--- src/rtl/aon_clk_monitor_pkg.sv ---
// aon_clk_monitor_pkg: state encoding and default timing constants for the AON slow-clock monitor
package aon_clk_monitor_pkg;
  typedef enum logic [1:0] {IDLE, ACQUIRE, MEASURE, LOCKED} state_t;
  localparam int NOMINAL_PERIOD_DEF = 512;
  localparam int TOLERANCE_DEF = 4;
  localparam int TIMEOUT_DEF = 1024;
  // Written as v + tol >= nominal so a tolerance wider than nominal never goes negative
  function automatic logic in_window(int unsigned v, int unsigned nominal, int unsigned tol);
    return (v + tol >= nominal) && (v <= nominal + tol);
  endfunction
endpackage

--- src/rtl/aon_clk_monitor_if.sv ---
// aon_clk_monitor_if: control/status bundle between the slow-clock monitor and its consumers
interface aon_clk_monitor_if #(parameter int CNT_W = 12);
  logic enable, slow_clk, clear_err, tick, period_valid, err_freq, err_stuck, locked;
  logic [CNT_W-1:0] period;
  modport master (output enable, slow_clk, clear_err,
                  input tick, period, period_valid, err_freq, err_stuck, locked);
  modport slave (input enable, slow_clk, clear_err,
                 output tick, period, period_valid, err_freq, err_stuck, locked);
endinterface

--- src/rtl/aon_clk_monitor_sync_edge_detect.sv ---
// aon_clk_monitor_sync_edge_detect: multi-flop synchronizer with a registered rising-edge pulse
module aon_clk_monitor_sync_edge_detect #(
  parameter int STAGES = 2
) (
  input  logic clk,
  input  logic reset_n,
  input  logic d_i,
  output logic rise_o
);
  logic [STAGES-1:0] sync_q;
  logic hist_q, rise_q;
  always_ff @(posedge clk or negedge reset_n)
    if (!reset_n) begin
      sync_q <= '0;
      hist_q <= 1'b0;
      rise_q <= 1'b0;
    end else begin
      sync_q <= {sync_q[STAGES-2:0], d_i};
      hist_q <= sync_q[STAGES-1];
      rise_q <= sync_q[STAGES-1] & ~hist_q;
    end
  assign rise_o = rise_q;
endmodule

--- src/rtl/aon_clk_monitor.sv ---
// aon_clk_monitor: measures the synchronized AON slow-clock period in fast cycles,
// flagging frequency/stuck errors and reporting lock after consecutive good periods
module aon_clk_monitor
  import aon_clk_monitor_pkg::*;
#(
  parameter int SYNC_STAGES    = 2,
  parameter int CNT_W          = 12,
  parameter int NOMINAL_PERIOD = NOMINAL_PERIOD_DEF,
  parameter int TOLERANCE      = TOLERANCE_DEF,
  parameter int TIMEOUT        = TIMEOUT_DEF,
  parameter int LOCK_COUNT     = 4
) (
  input logic clk,
  input logic reset_n,
  aon_clk_monitor_if.slave bus
);
  localparam int GW = $clog2(LOCK_COUNT + 1);
  localparam logic [GW-1:0] LOCK_N = GW'(LOCK_COUNT);
  localparam logic [CNT_W-1:0] TMO = CNT_W'(TIMEOUT);
  state_t state_q, state_d;
  logic [CNT_W-1:0] cnt_q, cnt_d, cnt_inc, period_q, period_d;
  logic [GW-1:0] good_q, good_d, good_inc;
  logic pv_q, pv_d, ef_q, ef_d, es_q, es_d, rise, in_rng;
  aon_clk_monitor_sync_edge_detect #(.STAGES(SYNC_STAGES)) u_sync (
    .clk(clk), .reset_n(reset_n), .d_i(bus.slow_clk), .rise_o(rise)
  );
  assign cnt_inc  = &cnt_q ? cnt_q : cnt_q + 1'b1;
  assign good_inc = good_q == LOCK_N ? good_q : good_q + 1'b1;
  assign in_rng   = in_window(32'(cnt_q), NOMINAL_PERIOD, TOLERANCE);
  // Priority: disable, then leaving IDLE, then an edge (which beats a same-cycle timeout), then timeout
  always_comb begin
    state_d  = state_q;
    cnt_d    = cnt_inc;
    period_d = period_q;
    good_d   = good_q;
    pv_d     = 1'b0;
    ef_d     = ef_q & ~bus.clear_err;
    es_d     = es_q & ~bus.clear_err;
    if (!bus.enable) begin
      state_d = IDLE;
      cnt_d   = '0;
      good_d  = '0;
    end else if (state_q == IDLE) begin
      state_d = ACQUIRE;
      cnt_d   = '0;
    end else if (rise) begin
      cnt_d = CNT_W'(1);
      if (state_q == ACQUIRE) begin
        state_d = MEASURE;
      end else begin
        period_d = cnt_q;
        pv_d     = 1'b1;
        good_d   = in_rng ? good_inc : '0;
        ef_d     = ef_d | ~in_rng;
        state_d  = in_rng && good_inc == LOCK_N ? LOCKED : MEASURE;
      end
    end else if (cnt_q >= TMO) begin
      state_d = ACQUIRE;
      cnt_d   = '0;
      good_d  = '0;
      es_d    = 1'b1;
    end
  end
  always_ff @(posedge clk or negedge reset_n)
    if (!reset_n) begin
      state_q  <= IDLE;
      cnt_q    <= '0;
      period_q <= '0;
      good_q   <= '0;
      pv_q     <= 1'b0;
      ef_q     <= 1'b0;
      es_q     <= 1'b0;
    end else begin
      state_q  <= state_d;
      cnt_q    <= cnt_d;
      period_q <= period_d;
      good_q   <= good_d;
      pv_q     <= pv_d;
      ef_q     <= ef_d;
      es_q     <= es_d;
    end
  assign bus.tick         = rise && state_q != IDLE;
  assign bus.period       = period_q;
  assign bus.period_valid = pv_q;
  assign bus.err_freq     = ef_q;
  assign bus.err_stuck    = es_q;
  assign bus.locked       = state_q == LOCKED;
endmodule
--- src/flat_wrapper.sv ---
// flat-port wrapper written by rule: the top's interface ports become plain ports
module aon_clk_monitor_flat import aon_clk_monitor_pkg::*;
#(
  parameter int SYNC_STAGES    = 2,
  parameter int CNT_W          = 12,
  parameter int NOMINAL_PERIOD = NOMINAL_PERIOD_DEF,
  parameter int TOLERANCE      = TOLERANCE_DEF,
  parameter int TIMEOUT        = TIMEOUT_DEF,
  parameter int LOCK_COUNT     = 4
)
  (clk, reset_n, bus_enable, bus_slow_clk, bus_clear_err, bus_tick, bus_period, bus_period_valid, bus_err_freq, bus_err_stuck, bus_locked);
  aon_clk_monitor_if #(.CNT_W(CNT_W)) bus_i ();
  input logic clk;
  input logic reset_n;
  input wire logic [$bits(bus_i.enable)-1:0] bus_enable;
  input wire logic [$bits(bus_i.slow_clk)-1:0] bus_slow_clk;
  input wire logic [$bits(bus_i.clear_err)-1:0] bus_clear_err;
  output wire logic [$bits(bus_i.tick)-1:0] bus_tick;
  output wire logic [$bits(bus_i.period)-1:0] bus_period;
  output wire logic [$bits(bus_i.period_valid)-1:0] bus_period_valid;
  output wire logic [$bits(bus_i.err_freq)-1:0] bus_err_freq;
  output wire logic [$bits(bus_i.err_stuck)-1:0] bus_err_stuck;
  output wire logic [$bits(bus_i.locked)-1:0] bus_locked;
  assign bus_i.enable = bus_enable;
  assign bus_i.slow_clk = bus_slow_clk;
  assign bus_i.clear_err = bus_clear_err;
  assign bus_tick = bus_i.tick;
  assign bus_period = bus_i.period;
  assign bus_period_valid = bus_i.period_valid;
  assign bus_err_freq = bus_i.err_freq;
  assign bus_err_stuck = bus_i.err_stuck;
  assign bus_locked = bus_i.locked;
  aon_clk_monitor #(.SYNC_STAGES(SYNC_STAGES), .CNT_W(CNT_W), .NOMINAL_PERIOD(NOMINAL_PERIOD), .TOLERANCE(TOLERANCE), .TIMEOUT(TIMEOUT), .LOCK_COUNT(LOCK_COUNT)) u_core (.clk(clk), .reset_n(reset_n), .bus(bus_i));
endmodule
--- config.mk ---
export PLATFORM = sky130hd
export DESIGN_NAME = aon_clk_monitor_flat
export DESIGN_NICKNAME = d
export VERILOG_FILES = /design/src/rtl/aon_clk_monitor_pkg.sv /design/src/rtl/aon_clk_monitor_if.sv /design/src/rtl/aon_clk_monitor_sync_edge_detect.sv /design/src/rtl/aon_clk_monitor.sv /design/src/flat_wrapper.sv
export SDC_FILE = /design/constraint.sdc
export NUM_CORES = 1
export LEC_CHECK = 0
export BUFFER_PORTS_ARGS = -buffer_cell sky130_fd_sc_hd__buf_2
export CAP_MARGIN = 20
export CELL_PAD_IN_SITES_DETAIL_PLACEMENT = 1
export CELL_PAD_IN_SITES_GLOBAL_PLACEMENT = 1
export CORE_ASPECT_RATIO = 1.5
export CORE_MARGIN = 1.5
export CORE_UTILIZATION = 41
export CTS_BUF_LIST = sky130_fd_sc_hd__clkbuf_8
export CTS_CLUSTER_DIAMETER = 200
export DETAILED_ROUTE_END_ITERATION = 12
export MAX_ROUTING_LAYER = met4
export PLACE_DENSITY = 0.78
export SLEW_MARGIN = 20
export SYNTH_ARGS = -nofsm -noshare
export SYNTH_HDL_FRONTEND = slang
export SYNTH_SLANG_ARGS = --single-unit
--- constraint.sdc ---
create_clock -name clk -period 1.6 [get_ports clk]
set_input_delay 0.24 -clock clk [delete_from_list [all_inputs] [get_ports clk]]
set_output_delay 0.24 -clock clk [all_outputs]
set_load 0.02 [all_outputs]
==> reports/results.ini, run 1 <==
[sta]
skew_ns = 0.00348
rsz0062_at_grt = yes
slew_violations = 0
period_minus_slack_ns = 1.53
fin_crit_sh_pct = 95.5
finalHoldViolCount = 0
max_freq_mhz = 654
setup_viol = 0

[detailed_routing]
wirelength_um = 4290
dr_total_vias = 1406
vias_per_cell = 5.37
drt-initial-drc-count = 11
drc = 0
drtAntennaViolNets = 0
firstDrtPassIters = 4
post_drt_wl_per_cell_um = 16.4

[yosys]
syn_area_per_cell_um2 = 9.69
yosys.area.top_type_share_pct = 54.4
synth_area_leaders = dfrtp_1, nand2_1, ha_1
synth_nets = 180
yosysSeqAreaShare_pct = 54.4
synth_area_um2 = 1660
synth-edff-count = 0
netlist_instances = 171
ys_types = 35
yosysTopAreaCell = dfrtp_1
async_reset_ff_share_pct = 100
ys.flop_type = dfrtp_1
yosys_warnings = 0
synth_seq_cells = 36

[grt]
grt_pass1_wl_um = 6840
gr-total-overflow = 0
grt_max_degree = 22
grt_pass1_vias = 1496
antenna_found_initial = 0
gr-usage-all-layers_pct = 22.5

[die]
dieWidth_um = 54.9
core-area_um2 = 3920
dieHeight_um = 80.9
io-pin-count = 22
dieArea_um2 = 4440
num_rows = 28
start_util_pct = 42.2

[power]
p_total_mw = 1.66
combPwrFrac_pct = 7.4
switching_share_pct = 23.7
p_clk_share_pct = 35.8
p_seq_share_pct = 56.8
powerDensity_nw_per_um2 = 789
ir_worst_vdd_mv = 0.441
p_switching_mw = 0.394
p_int_mw = 1.26
power.leakage_nw = 1.02

[placed_design]
dp_cells = 250
place_area_um2 = 1940
hpwl_um = 3260
port_buffers = 21
place.gp.congestion = 0.864

[setup_path]
r2r_setup_slack_ns = 0.07
timing.rr.start = u_core.cnt_q[10]
reg2reg_depth = 5
crit_arrival_ns = 1.72
path_class = reg -> reg
cp_max_fo = 7
crit_path_start = u_core.cnt_q[10]
critPathRequiredTime_ns = 1.79
cp-start-kind = flip-flop
critPathCapture = u_core.good_q[2]
crit_path_end_kind = flip-flop
reg2reg_to = u_core.good_q[2]

[clock_network]
cts_num_sinks = 36
clk_pin_slew_ns = 0.07
cts_tree = built
clk_latency_ns = 0.28
cts_root_buffer = clkbuf_8
max-clock-path-buffers = 2
htreeDepth = 2
cts_buffers = 5

[outcome]
status = finished, final reports clean

[finish]
syn_to_final_growth_pct = 26.9
antennaDiodeCount = 0
layout.cells.non_filler = 262
final_cell_mix = nand2_1, dfrtp_1, buf_2
final_cell_area_um2 = 2100
final_nets = 226
final_common_cell = nand2_1
drive_gt1_share_pct = 30.4

[run]
cap_violations = 0

[hold_path]
hold_path.class = in -> reg

## cells by family (layout without fill, tap and decap cells)
family / count (synthesis) / after routing / synth area share [%]
and+or+nand+nor: 79 / 79 / 24.0
DFF: 36 / 36 / 54.4
AOI/OAI and AO/OA: 31 / 31 / 12.4
buffers and inverters: 16 / 62 / 3.85
adders and majority gates: 4 / 4 / 3.02
xor gates and xnor gates: 4 / 4 / 2.12
other: 1 / 1 / 0.226
## stage by stage
step	hold WS, ns	utilization (%)	setup TNS (ns)	worst slack [ns]
after floorplan	-0.0556	-	0	0.0717
after detailed placement	0.195	49.5	-0.109	-0.0640
after global placement	0.186	49.5	0	0.0574
after CTS	0.0490	52.0	-0.00348	-0.00348
final	0.0621	53.6	0	0.0714
after global routing	0.0383	53.6	-0.0232	-0.0146
## metal layers
layer	GRT usage (%)	wire length, um	up-vias
li1	-	-	668
met1	21.4	1570	701
met2	40.2	2460	25
met3	4.96	101	12
met4	12.0	149	0
met5	-	0	-
## synthesized netlist by cell type (2+ instances only)
cell type / number
a21oi_1: 7
a22oi_1: 2
and2_1: 2
buf_2: 3
clkbuf_1: 2
dfrtp_1: 36
ha_1: 4
inv_1: 11
nand2_1: 39
nand2b_1: 2
nand3_1: 4
nor2_1: 12
nor2b_1: 3
nor3_1: 4
o211ai_1: 5
o21ai_0: 9
o22ai_1: 2
o32ai_1: 2
or3_1: 3
or3_2: 2
xnor2_1: 2
xor2_1: 2
## flip-flops by register name (all words and copies together) (netlist names)
name,count
u_core.bus.err_freq,1
u_core.u_sync.sync_q,2
u_core.bus.period_valid,1
u_core.u_sync.rise_o,1
u_core.state_q,2
u_core.bus.err_stuck,1
u_core.good_q,3
u_core.cnt_q,12
u_core.bus.period,12
u_core.u_sync.hist_q,1
## worst max-delay path: stages, from the launching register on
cell      delay [ns]
dfrtp_1         0.39
or2_4           0.27
nor4_4          0.28
buf_6           0.17
o211ai_1        0.12
a22oi_2         0.21
## worst min path at each step
stage / start / to / slack (ns) / cells past startpoint
2_1_floorplan: reset_n / u_core.bus.err_freq / -0.06 / 0
3_3_place_gp: reset_n / u_core.bus.period[9] / 0.19 / 1
3_5_place_dp: reset_n / u_core.bus.period[9] / 0.20 / 1
4_1_cts: bus_slow_clk / u_core.u_sync.sync_q[0] / 0.05 / 1
5_1_grt: bus_slow_clk / u_core.u_sync.sync_q[0] / 0.04 / 1
6_report: bus_slow_clk / u_core.u_sync.sync_q[0] / 0.06 / 1
## power by group through the flow
stage / Clock, mW / Sequential [mW] / Combinational [mW]
2_1_floorplan: 0 / 0.969 / 0.0412
3_3_place_gp: 0 / 0.958 / 0.116
3_5_place_dp: 0 / 0.960 / 0.120
4_1_cts: 0.615 / 0.942 / 0.123
5_1_grt: 0.650 / 0.944 / 0.135
6_report: 0.594 / 0.942 / 0.122
## repair_timing
action / CTS / global route
buffers inserted: 1 / 3
endpoints found under the setup margin: 2 / 4
hold buffers: 1 / 0
pin swaps: 1 / 6
hold endpoints to repair: 15 / 0
gates resized for setup: 3 / 11
## area by class of cell
class | instances | area [um^2]
inverters | 11 | 41.3
flip-flops and latches | 36 | 903
fillers | 462 | 1820
repair buffers | 44 | 297
clock inverters | 2 | 8.76
well taps | 45 | 56.3
multi-input cells | 119 | 727
clock buffers | 5 | 68.8
Note: power is estimated with default switching activity, not from simulation.
==> inputs of run 2 (changes only) <==
--- a/config.mk
+++ b/config.mk
@@ -11,12 +11,12 @@
 export CELL_PAD_IN_SITES_GLOBAL_PLACEMENT = 1
 export CORE_ASPECT_RATIO = 1.5
 export CORE_MARGIN = 1.5
-export CORE_UTILIZATION = 41
+export CORE_UTILIZATION = 45
 export CTS_BUF_LIST = sky130_fd_sc_hd__clkbuf_8
 export CTS_CLUSTER_DIAMETER = 200
 export DETAILED_ROUTE_END_ITERATION = 12
 export MAX_ROUTING_LAYER = met4
-export PLACE_DENSITY = 0.78
+export PLACE_DENSITY = 0.81
 export SLEW_MARGIN = 20
 export SYNTH_ARGS = -nofsm -noshare
 export SYNTH_HDL_FRONTEND = slang
==> constraint.sdc (replaced) <==
create_clock -name clk -period 1.65 [get_ports clk]
set_input_delay 0.2475 -clock clk [delete_from_list [all_inputs] [get_ports clk]]
set_output_delay 0.2475 -clock clk [all_outputs]
set_load 0.02 [all_outputs]
==> run 2 against run 1 <==
Effect of this change:
- sequential share of layout area up 1.6 points
- critical path type unchanged
- design area down 3.2%
- flip-flop and latch count unchanged
- power decreased by 2.2%
- count of clock-buffer cells in the layout unchanged
- setup slack worse by 0.023 ns
- utilization is 5.4 points higher
==> reports/results.ini, run 2 (same netlist as run 1, synthesis figures left out) <==
[detailed_routing]
post_drt_wl_per_cell_um = 17.3  ; +5.9%
firstDrtPassIters = 4  ; unchanged
vias_per_cell = 5.45  ; +1.6%
drt-initial-drc-count = 36  ; +25
dr_total_vias = 1391  ; -1.1%
drc = 0  ; unchanged
drtAntennaViolNets = 0  ; unchanged
wirelength_um = 4420  ; +3.1%

[power]
powerDensity_nw_per_um2 = 797  ; +1.0%
ir_worst_vdd_mv = 0.680  ; +54%
power.leakage_nw = 0.981  ; -3.3%
p_total_mw = 1.62  ; -2.2%

[grt]
grt_pass1_vias = 1561  ; +4.3%
grt_pass1_wl_um = 7320  ; +7.1%
gr-usage-all-layers_pct = 25.5  ; +2.9 points
antenna_found_initial = 0  ; unchanged
grt_max_degree = 37  ; +68%
gr-total-overflow = 0  ; unchanged

[sta]
slew_violations = 0  ; unchanged
setup_viol = 0  ; unchanged
fin_crit_sh_pct = 97.0  ; +1.5 points
finalHoldViolCount = 0  ; unchanged
skew_ns = 0.00553  ; +0.00205 ns
max_freq_mhz = 625  ; -4.5%
finalWorstSetupSlack_ns = 0.0488  ; -0.0226 ns
period_minus_slack_ns = 1.60  ; +0.0726 ns

[placed_design]
dp_slack_ns = -0.00174  ; +0.0623 ns
port_buffers = 21  ; unchanged
dp_cells = 244  ; -2.4%
place.gp.congestion = 0.876  ; +1.4%
hpwl_um = 3110  ; -4.6%

[die]
io-pin-count = 22  ; unchanged
dieArea_um2 = 4060  ; -8.5%
start_util_pct = 48.0  ; +5.8 points
num_rows = 26  ; -7.1%
core-area_um2 = 3450  ; -12%
dieWidth_um = 52.5  ; -4.3%
dieHeight_um = 77.3  ; -4.4%

[finish]
antennaDiodeCount = 0  ; unchanged
drive_gt1_share_pct = 29.6  ; -0.84 points
final_nets = 222  ; -1.8%
syn_to_final_growth_pct = 22.8
layout.cells.non_filler = 255  ; -2.7%
final_common_cell = nand2_1
final_cell_mix = nand2_1, dfrtp_1, buf_2

[setup_path]
cp_num_cells = 6  ; +1
crit_path_end_kind = flip-flop
critPathCapture = u_core.state_q[0]
reg2reg_to = u_core.state_q[0]
cp_max_fo = 3  ; -4
crit_arrival_ns = 1.82  ; +0.10 ns
critPathRequiredTime_ns = 1.87  ; +0.08 ns
path_class = reg -> reg
crit_path_max_incr_delay_ns = 0.48  ; +0.09 ns
reg2reg_depth = 6  ; +1
cp_top_family = simple AND/OR/NAND/NOR gates
slowest_stage = or3b_2
crit_path_start = u_core.good_q[0]
path_cells = inv_2 > ha_2 > or3b_2 > a21oi_2 > o211ai_1 > o21ai_1
cp-start-kind = flip-flop
timing.rr.start = u_core.good_q[0]
r2r_setup_slack_ns = 0.05  ; -0.02 ns
cp_num_buf_inv = 1  ; unchanged

[clock_network]
cts_num_sinks = 36  ; unchanged
max-clock-path-buffers = 2  ; unchanged
cts_tree = built
clk_latency_ns = 0.29  ; about the same
clk_pin_slew_ns = 0.07  ; about the same
htreeDepth = 2  ; unchanged
cts_root_buffer = clkbuf_8
cts_buffers = 5  ; unchanged

[outcome]
status = finished, final reports clean

[hold_path]
hold_path.class = in -> reg

[run]
cap_violations = 0  ; unchanged

==> run 2: cell type report <==
class | count | area [um^2]
fill | 418 | 1410
tap | 42 | 52.6
multi-input combinational | 119 | 707
inverter | 11 | 41.3
clock inverter | 2 | 8.76
clock buffer | 5 | 68.8
timing repair buffer | 40 | 250
sequential | 36 | 906
==> run 2: timing repair <==
action,CTS,global route
setup endpoints to repair,2,5
hold endpoints to repair,1,0
pin swaps,1,2
cloned,0,0
hold buffers,1,0
resized for setup,1,11
buffers inserted,2,1
==> run 2: per-layer routing <==
metal	share of wire (%)	global-route usage [%]
met3	3.9	5.84
met2	56	43.0
met1	37	26.2
met5	0	-
met4	3.3	13.8
==> run 2: power by group <==
part | switching, mW | total (mW) | internal (mW) | leakage, nW
combinational | 0.0717 | 0.111 | 0.0397 | 0.454
clock | 0.315 | 0.595 | 0.281 | 0.0452
sequential | 0.0139 | 0.915 | 0.901 | 0.482
==> run 2: worst min path at each step <==
stage | start | end | slack (ns) | cells past startpoint
final | bus_slow_clk | u_core.u_sync.sync_q[0] | 0.06 | 1
after global routing | bus_slow_clk | u_core.u_sync.sync_q[0] | 0.05 | 1
after CTS | bus_slow_clk | u_core.u_sync.sync_q[0] | 0.06 | 1
after detailed placement | reset_n | u_core.bus.period_valid | 0.32 | 2
after global placement | reset_n | u_core.bus.period_valid | 0.31 | 2
after floorplan | reset_n | u_core.bus.err_freq | -0.05 | 0
==> run 2: stage by stage <==
step | util [%] | cell area (um^2) | hold WS [ns] | setup TNS [ns]
after detailed placement | 55.2 | 1900 | 0.321 | -0.00174
after floorplan | - | 1660 | -0.0481 | 0
after CTS | 58.2 | 2010 | 0.0555 | 0
after global placement | 55.2 | 1900 | 0.308 | 0
after global routing | 59.0 | 2030 | 0.0523 | -0.0240
final | 59.0 | 2030 | 0.0631 | 0
